File: src/rtl/mcb_pkg.sv
// mcb_pkg: shared constants for the MCB user-port arbiter.
//   - MCB command instruction encodings (plain and auto-precharge).
//   - FSM state encodings (legacy-compatible localparam constants).
//   - Default widths matching a 32-bit Spartan-6 MCB user port.
package mcb_pkg;

  // Default widths for the MCB port and requester-side fields.
  localparam int unsigned ADDR_W_DEF = 30;
  localparam int unsigned DATA_W_DEF = 32;
  localparam int unsigned BL_W_DEF   = 6;
  localparam int unsigned INSTR_W    = 3;
  localparam int unsigned MASK_W     = 4;
  localparam int unsigned STATE_W    = 3;

  // MCB cmd_instr encodings.
  localparam logic [INSTR_W-1:0] INSTR_WR      = 3'b000;
  localparam logic [INSTR_W-1:0] INSTR_RD      = 3'b001;
  localparam logic [INSTR_W-1:0] INSTR_WR_AP   = 3'b010;
  localparam logic [INSTR_W-1:0] INSTR_RD_AP   = 3'b011;
  localparam logic [INSTR_W-1:0] INSTR_REFRESH = 3'b100;

  // Burst sequencer states.
  localparam logic [STATE_W-1:0] ST_IDLE  = 3'd0;
  localparam logic [STATE_W-1:0] ST_WDATA = 3'd1;
  localparam logic [STATE_W-1:0] ST_WCMD  = 3'd2;
  localparam logic [STATE_W-1:0] ST_RCMD  = 3'd3;
  localparam logic [STATE_W-1:0] ST_RDATA = 3'd4;

endpackage

File: src/rtl/mcb_port_arbiter_rr_arb2.sv
// rr_arb2: two-input round-robin arbiter.
//   clk, rst   : clock, synchronous active-high reset
//   valid[1:0] : request lines
//   advance    : commit the current grant to the last-grant pointer
//   grant[1:0] : one-hot grant (combinational), zero when nothing is valid
//   last       : index of the most recently committed grant (1 after reset,
//                so requester 0 wins the first tie)
module rr_arb2
  import mcb_pkg::*;
(
  input  logic       clk,
  input  logic       rst,
  input  logic [1:0] valid,
  input  logic       advance,
  output logic [1:0] grant,
  output logic       last
);

  logic last_q;
  logic last_d;

  // On a tie, favour the requester that did not win last time.
  always_comb begin
    grant  = 2'b00;
    last_d = last_q;
    if (valid == 2'b11) begin
      grant = last_q ? 2'b01 : 2'b10;
    end else begin
      grant = valid;
    end
    if (advance && (grant != 2'b00)) begin
      last_d = grant[1];
    end
  end

  always_ff @(posedge clk) begin
    if (rst) begin
      last_q <= 1'b1;
    end else begin
      last_q <= last_d;
    end
  end

  assign last = last_q;

endmodule

File: src/rtl/mcb_port_arbiter.sv
// mcb_port_arbiter: shares one Spartan-6 MCB user port between two burst
// requesters with per-burst round-robin grant.
//   clk, rst            : clock, synchronous active-high reset
//   calib_done          : no new grant while low
//   reqN_*  (N=0,1)     : burst request (valid/ready/write/addr/bl),
//                         write data (wdata/wvalid/wready),
//                         read return (rdata/rvalid)
//   busy                : a burst is in progress
//   mcb_cmd_*           : command FIFO push
//   mcb_wr_*            : write FIFO push
//   mcb_rd_*            : read FIFO pop
// Build option: define MCB_AUTO_PRECHARGE_EN to issue the auto-precharge
// write/read instructions instead of the plain ones.
// Write bursts push all data before the command; reads issue the command
// then drain the read FIFO back to the owner. FIFO-side strobes are
// combinational on the FIFO flags so the port streams one word per cycle.
module mcb_port_arbiter
  import mcb_pkg::*;
#(
  parameter int unsigned ADDR_W = ADDR_W_DEF,
  parameter int unsigned DATA_W = DATA_W_DEF,
  parameter int unsigned BL_W   = BL_W_DEF
) (
  input  logic              clk,
  input  logic              rst,
  input  logic              calib_done,

  input  logic              req0_valid,
  output logic              req0_ready,
  input  logic              req0_write,
  input  logic [ADDR_W-1:0] req0_addr,
  input  logic [BL_W-1:0]   req0_bl,
  input  logic [DATA_W-1:0] req0_wdata,
  input  logic              req0_wvalid,
  output logic              req0_wready,
  output logic [DATA_W-1:0] req0_rdata,
  output logic              req0_rvalid,

  input  logic              req1_valid,
  output logic              req1_ready,
  input  logic              req1_write,
  input  logic [ADDR_W-1:0] req1_addr,
  input  logic [BL_W-1:0]   req1_bl,
  input  logic [DATA_W-1:0] req1_wdata,
  input  logic              req1_wvalid,
  output logic              req1_wready,
  output logic [DATA_W-1:0] req1_rdata,
  output logic              req1_rvalid,

  output logic              busy,

  output logic              mcb_cmd_en,
  output logic [2:0]        mcb_cmd_instr,
  output logic [5:0]        mcb_cmd_bl,
  output logic [29:0]       mcb_cmd_byte_addr,
  input  logic              mcb_cmd_full,

  output logic              mcb_wr_en,
  output logic [3:0]        mcb_wr_mask,
  output logic [31:0]       mcb_wr_data,
  input  logic              mcb_wr_full,

  output logic              mcb_rd_en,
  input  logic [31:0]       mcb_rd_data,
  input  logic              mcb_rd_empty
);

`ifdef MCB_AUTO_PRECHARGE_EN
  localparam logic [INSTR_W-1:0] WR_INSTR = INSTR_WR_AP;
  localparam logic [INSTR_W-1:0] RD_INSTR = INSTR_RD_AP;
`else
  localparam logic [INSTR_W-1:0] WR_INSTR = INSTR_WR;
  localparam logic [INSTR_W-1:0] RD_INSTR = INSTR_RD;
`endif

  logic [STATE_W-1:0] state_q, state_d;
  logic [ADDR_W-1:0]  addr_q,  addr_d;
  logic [BL_W-1:0]    bl_q,    bl_d;
  logic [BL_W-1:0]    cnt_q,   cnt_d;

  logic [1:0]         arb_valid;
  logic               arb_advance;
  logic [1:0]         arb_grant;
  logic               owner;

  logic               sel_write;
  logic               sel_wvalid;
  logic [DATA_W-1:0]  sel_wdata;

  // The last-grant pointer only moves on a grant from IDLE, so it also
  // names the owner of the burst in flight.
  rr_arb2 u_arb (
    .clk     (clk),
    .rst     (rst),
    .valid   (arb_valid),
    .advance (arb_advance),
    .grant   (arb_grant),
    .last    (owner)
  );

  assign arb_valid   = calib_done ? {req1_valid, req0_valid} : 2'b00;
  assign arb_advance = (state_q == ST_IDLE);

  // Next-state and port strobes.
  always_comb begin
    state_d           = state_q;
    addr_d            = addr_q;
    bl_d              = bl_q;
    cnt_d             = cnt_q;

    req0_ready        = 1'b0;
    req1_ready        = 1'b0;
    req0_wready       = 1'b0;
    req1_wready       = 1'b0;
    req0_rvalid       = 1'b0;
    req1_rvalid       = 1'b0;
    req0_rdata        = '0;
    req1_rdata        = '0;
    mcb_cmd_en        = 1'b0;
    mcb_cmd_instr     = 3'b000;
    mcb_cmd_bl        = 6'd0;
    mcb_cmd_byte_addr = 30'd0;
    mcb_wr_en         = 1'b0;
    mcb_wr_mask       = 4'b0000;
    mcb_wr_data       = 32'd0;
    mcb_rd_en         = 1'b0;

    sel_write  = arb_grant[1] ? req1_write  : req0_write;
    sel_wvalid = owner        ? req1_wvalid : req0_wvalid;
    sel_wdata  = owner        ? req1_wdata  : req0_wdata;

    unique case (state_q)
      ST_IDLE: begin
        if (arb_grant != 2'b00) begin
          req0_ready = arb_grant[0];
          req1_ready = arb_grant[1];
          addr_d     = arb_grant[1] ? req1_addr : req0_addr;
          bl_d       = arb_grant[1] ? req1_bl   : req0_bl;
          cnt_d      = '0;
          state_d    = sel_write ? ST_WDATA : ST_RCMD;
        end
      end

      ST_WDATA: begin
        mcb_wr_en = sel_wvalid && !mcb_wr_full;
        if (mcb_wr_en) begin
          mcb_wr_data = 32'(sel_wdata);
          req0_wready = !owner;
          req1_wready = owner;
          if (cnt_q == bl_q) begin
            state_d = ST_WCMD;
          end else begin
            cnt_d = cnt_q + BL_W'(1);
          end
        end
      end

      ST_WCMD: begin
        if (!mcb_cmd_full) begin
          mcb_cmd_en        = 1'b1;
          mcb_cmd_instr     = WR_INSTR;
          mcb_cmd_bl        = 6'(bl_q);
          mcb_cmd_byte_addr = 30'(addr_q);
          state_d           = ST_IDLE;
        end
      end

      ST_RCMD: begin
        if (!mcb_cmd_full) begin
          mcb_cmd_en        = 1'b1;
          mcb_cmd_instr     = RD_INSTR;
          mcb_cmd_bl        = 6'(bl_q);
          mcb_cmd_byte_addr = 30'(addr_q);
          cnt_d             = '0;
          state_d           = ST_RDATA;
        end
      end

      ST_RDATA: begin
        mcb_rd_en = !mcb_rd_empty;
        if (mcb_rd_en) begin
          req0_rvalid = !owner;
          req1_rvalid = owner;
          if (owner) begin
            req1_rdata = DATA_W'(mcb_rd_data);
          end else begin
            req0_rdata = DATA_W'(mcb_rd_data);
          end
          if (cnt_q == bl_q) begin
            state_d = ST_IDLE;
          end else begin
            cnt_d = cnt_q + BL_W'(1);
          end
        end
      end

      default: begin
        state_d = ST_IDLE;
      end
    endcase
  end

  always_ff @(posedge clk) begin
    if (rst) begin
      state_q <= ST_IDLE;
      addr_q  <= '0;
      bl_q    <= '0;
      cnt_q   <= '0;
    end else begin
      state_q <= state_d;
      addr_q  <= addr_d;
      bl_q    <= bl_d;
      cnt_q   <= cnt_d;
    end
  end

  assign busy = (state_q != ST_IDLE);

endmodule
File: config.mk
export PLATFORM = sky130hd
export DESIGN_NAME = mcb_port_arbiter
export DESIGN_NICKNAME = d
export VERILOG_FILES = /design/src/rtl/mcb_pkg.sv /design/src/rtl/mcb_port_arbiter_rr_arb2.sv /design/src/rtl/mcb_port_arbiter.sv
export SDC_FILE = /design/constraint.sdc
export NUM_CORES = 1
export LEC_CHECK = 0
export CAP_MARGIN = 20
export CORE_AREA = 5 5 125 127
export DETAILED_ROUTE_END_ITERATION = 12
export DIE_AREA = 0 0 130 132
export PLACE_DENSITY = 0.74
export SLEW_MARGIN = 20
export SYNTH_ARGS = -nofsm -noshare
export SYNTH_HDL_FRONTEND = slang
export SYNTH_HIERARCHICAL = 1
export SYNTH_SLANG_ARGS = --single-unit
File: constraint.sdc
create_clock -name clk -period 3.7 [get_ports clk]
set_input_delay 0.555 -clock clk [delete_from_list [all_inputs] [get_ports clk]]
set_output_delay 0.555 -clock clk [all_outputs]
set_load 0.05 [all_outputs]
# Word level (Yosys, flattened, before mapping)
# Index checks and enable logic that the tools add are counted.
[totals]
ff_bits = 46
wordCells = 85
output_inout_bits = 149
[classes]
n_eq_ne = 13
add_sub_neg = 1
muxes = 53
reduce_logical = 13
[op_table]
columns = ["cell", "count"]
rows = [
  ["$mux W32", 9],
  ["$mux W30", 3],
  ["$mux W6", 8],
  ["$pmux W6 S4", 1],
  ["$mux W3", 7],
  ["$mux W1", 20],
  ["$pmux W3 S5", 1],
  ["$ne A2 B2 Y1 const B", 7],
  ["$mux W2", 4],
  ["$reduce_and A7 Y1", 1],
  ["$add A6 B1 Y6 const B", 1],
  ["$eq A3 B2 Y1 const B", 2],
  ["$eq A6 B6 Y1", 1],
  ["$reduce_and A5 Y1", 1],
  ["$reduce_bool A4 Y1", 1],
  ["$eq A3 B1 Y1 const B", 1],
  ["$eq A3 B3 Y1 const B", 1],
  ["$logic_not A1 Y1", 3],
  ["$logic_not A3 Y1", 1],
  ["$reduce_bool A3 Y1", 1],
  ["$eq A2 B2 Y1 const B", 1],
  ["$logic_and A1 B1 Y1", 2],
  ["$reduce_and A2 Y1", 1],
  ["$reduce_bool A2 Y1", 1],
  ["$reduce_or A2 Y1", 1],
]

# Logic depth before layout (Yosys ltp)
[logic_depth]
depth_word = 7
depth_mapped = 8
mapped_depth_nobuf = 7

# Hierarchy
# The synthesis kept the hierarchy.
[modules_own_cells]
columns = ["module", "area_each_um2", "cells_each", "n_inst", "seq_area_each_um2"]
rows = [
  ["mcb_port_arbiter", 3375.7, 411, 1, 900.9],
  ["rr_arb2", 61.3, 7, 1, 20.0],
]

# Worst setup path before layout
# Ideal clock, no wire load.
[synth_timing]
kind = "reg2out"
start = "reg state_q[0]"
end = "out req0_rdata[10]"
path_buffers = 2
arrival_time_ns = 2.120
path_stages_with_launch = 7
path_slack_ns = 1.025
cell_sequence = "dfxtp_1 -> buf_4 -> nor2_1 -> nand2_1 -> nor3_1 -> clkbuf_1 -> and2_1"
[synth_via]
elab_chain_cells = 2
[synth_rtl]
columns = ["item", "line_no", "source"]
rows = [
  ["start, declared", "mcb_port_arbiter.sv:76", "logic [STATE_W-1:0] state_q, state_d;"],
  ["start signal, assigned", "mcb_port_arbiter.sv:210", "state_q <= state_d;"],
  ["$eq A3 B3 Y1", "mcb_port_arbiter.sv:132", "unique case (state_q)"],
  ["$mux W32", "mcb_port_arbiter.sv:132", ""],
  ["end, declared", "mcb_port_arbiter.sv:36", "output logic [DATA_W-1:0] req0_rdata,"],
]
# Every way passes these cells.

# Final worst setup path
[layout_timing]
start = "in mcb_rd_empty"
end = "out req0_rdata[16]"
[layout_via]
elab_chain_cells = 2
[layout_rtl]
columns = ["item", "line_no", "source"]
rows = [
  ["start, declared", "mcb_port_arbiter.sv:65", "input logic mcb_rd_empty"],
  ["$mux W32", "mcb_port_arbiter.sv:181", "if (mcb_rd_en) begin"],
  ["$mux W32", "mcb_port_arbiter.sv:132", ""],
]
# Every way passes these cells.

==> flow_metrics.tcl <==
set metrics [dict create \
    holdPathEnd "addr_q[23]" \
    clock_skew_ns 0.00673 \
    totalWireLength_mm 15.9 \
    end_kind "primary output" \
    synth_most_common_cell "and2_1" \
    rsz0062_at_grt "no" \
    vdd_ir_drop_max_uv 173 \
    cts_made_buffers 5 \
    ys_types 47 \
    yosysTopAreaCellShare 0.268 \
    grt_start_max_net_pins 75 \
    drc 0 \
    drt-wirelength-per-cell_um 17.6 \
    drive_gt1_frac 0.143 \
    holdPathStages 2 \
    fmax_mhz 327 \
    synth_edf_count 0 \
    synth_ff_type "dfxtp_1" \
    synth_common_cells "74 x and2_1, 46 x dfxtp_1, 45 x nor2_1" \
    grt_pass1_wl_mm 23.3 \
    synthArstFlopShare 0 \
    die_h_um 132 \
    ff_latch_area_um2 921 \
    num_antenna_cells 0 \
    cp_common_cell "clkdlybuf4s50_1" \
    ys_seq_area_frac 0.268 \
    clock_path_buffers 2 \
    start_util 0.240 \
    max_stage_delay_ns 0.81 \
    grt_overflow_total 0 \
    portBuffers 322 \
    hpwl_mm 13.2 \
    critPathBufInv 3 \
    via_count 4155 \
    rr_startpoint "u_arb/last" \
    detail-route-antenna-nets 0 \
    final_nets 899 \
    clk_latency_ns 0.28 \
    firstDrtPassIters 4 \
    fin_crit_ns 3.06 \
    drt_first_iter_violations 129 \
    reg2reg_depth 8 \
    arrival_ns 2.50 \
    ys_seq_elements 46 \
    synth_top_cell_by_area "dfxtp_1" \
    r2r_slack_ns 1.60 \
    cap_violations 0 \
    swShare 0.328 \
    gp_congestion 0.856 \
    syn2layout_area_growth_pct 122 \
    slew_viol_final 0 \
    min_path_type "register to register" \
    fp.dieArea_mm2 0.0172 \
    p_seq_frac 0.349 \
    tns_ns 0 \
    synthTopCellsByArea "dfxtp_1 27%, and2_1 13%, mux2i_1 11%" \
    power.leakage_nw 3.00 \
    multi_input_area_mm2 0.00233 \
    yosys_warnings 6 \
    coreArea_mm2 0.0143 \
    groute.usage.overall 0.172 \
    min_from "addr_q[23]" \
    setup_viol 0 \
    cp_slowest_cell "clkdlybuf4s50_1" \
    worstSetupPathType "input pin to primary output" \
    critPathLaunchType "input pin" \
    post-place-ws_ns 0.617 \
    cts_max_level 2 \
    status "finished, final reports clean" \
    hold_buffers 0 \
    synth_area_mm2 0.00344 \
    path_max_fanout 33 \
    final_core_util 0.533 \
    worst_slack_ns 0.643 \
    post_cts_buffers 0 \
    power-per-cell-area_mw_per_mm2 224 \
    die_w_um 130 \
    clkPwrFrac 0.253 \
    syn_avg_cell_area_um2 8.22 \
    p_int_w 0.00115 \
    fin_crit_sh 0.826 \
    cp.required_ns 3.14 \
    tightest_slew_ns 0.642 \
    worstPathCellList "clkdlybuf4s50_1, nor3_2, buf_4, and2_1, clkdlybuf4s50_1" \
    synth_cells 418 \
    via_per_inst 4.61 \
    numClockSinks 46 \
    relSlewSlack 0.572 \
    cts_tree "done" \
    cpLargestDelayFamily "buffers and inverters" \
    post_cts_resize_count 0 \
    path_clk_slew_ns 0.06 \
    first_global_vias 4022 \
    final_hold_viol_count 0 \
    cts_root_buffer "clkbuf_16" \
    rows 44 \
    ios 329 \
    worst_r2r_endpoint "cnt_q[2]" \
    switchingPower_w 0.000562 \
    num-fill-cells 1356 \
    antenna_found_initial 2 \
    p_comb_frac 0.397 \
]
==> area by class of cell <==
class | count | share of cell area
clock buffers | 5 | 0.0164
clock inverters | 2 | 0.00197
inverters | 2 | 0.000984
multi-input cells | 330 | 0.305
flip-flops and latches | 46 | 0.121
well taps | 184 | 0.0302
repair buffers | 333 | 0.525
==> routing by layer <==
| layer | global-route usage | up-vias | share of wire |
|---|---|---|---|
| met1 | 0.203 | 1875 | 0.40 |
| met2 | 0.296 | 161 | 0.49 |
| met5 | 0 | - | 0.0013 |
| met4 | 0.0323 | 4 | 0.019 |
| met3 | 0.0640 | 20 | 0.090 |
| li1 | - | 2095 | - |
==> registers in the layout (all words and copies together), names as in the netlist <==
register / cells
addr_q: 30
bl_q: 6
cnt_q: 6
state_q: 3
u_arb/last: 1
==> power groups by stage <==
| stage | Combinational, W | Sequential (W) | Clock [W] |
|---|---|---|---|
| 2_1_floorplan | 0.000372 | 0.000594 | 0 |
| 3_3_place_gp | 0.000684 | 0.000608 | 0 |
| 3_5_place_dp | 0.000687 | 0.000611 | 0 |
| 4_1_cts | 0.000690 | 0.000600 | 0.000450 |
| 5_1_grt | 0.000740 | 0.000607 | 0.000473 |
| 6_report | 0.000681 | 0.000598 | 0.000434 |
==> cells by family after synthesis <==
| family | after synthesis | share of synthesized area |
|---|---|---|
| XOR/XNOR | 7 | 0.0178 |
| AND/OR/NAND/NOR | 183 | 0.308 |
| multiplexers | 38 | 0.112 |
| other | 1 | 0.00109 |
| adder cells (fa/ha/maj) | 1 | 0.00364 |
| buffers and inverters | 47 | 0.0713 |
| AO/OA/AOI/OAI | 95 | 0.218 |
| flip-flops | 46 | 0.268 |
==> per-stage QoR <==
| stage | hold WS, ns | power (W) | instances | area [µm²] |
|---|---|---|---|---|
| floorplan | 0.474 | 0.000965 | 423 | 3460 |
| global placement | 0.484 | 0.00129 | 895 | 7490 |
| detailed placement | 0.487 | 0.00130 | 895 | 7490 |
| CTS | 0.496 | 0.00174 | 902 | 7630 |
| global route | 0.511 | 0.00182 | 902 | 7630 |
| finish | 0.493 | 0.00171 | 902 | 7630 |
==> placed cells by master (no fill, tap or decap), types with 2 or more instances in the layout <==
cell	n
a211o_1	4
a211oi_1	36
a21oi_1	5
a22o_1	32
and2_1	74
and3_1	36
buf_12	70
buf_4	9
clkbuf_16	5
clkdlybuf4s50_1	253
clkinvlp_4	2
conb_1	6
dfxtp_1	46
mux2i_1	37
nand2_1	5
nor2_1	44
nor3_1	5
nor3_2	2
nor4_1	3
o2111ai_1	3
o21ai_0	5
xnor2_1	7
==> worst reg2reg max path, cell delays in order (launching register included) <==
cell and delay [ns]:
dfxtp_1 0.55, inv_1 0.07, a21boi_0 0.20, buf_4 0.15
nor3_1 0.04, o21ai_1 0.27, o21ai_2 0.18, and2b_1 0.24
a211o_1 0.29
==> worst max-delay path by stage <==
stage | from | end | slack, ns | cells past startpoint
2_1_floorplan | state_q[0] | req0_rdata[10] | 1.03 | 6
3_3_place_gp | mcb_cmd_full | mcb_cmd_instr[0] | 0.63 | 5
3_5_place_dp | mcb_cmd_full | mcb_cmd_instr[0] | 0.62 | 5
4_1_cts | mcb_cmd_full | mcb_cmd_instr[0] | 0.61 | 5
5_1_grt | state_q[1] | req0_rdata[16] | 0.56 | 6
6_report | mcb_rd_empty | req0_rdata[16] | 0.64 | 5
Note: power is estimated with default switching activity, not from simulation.
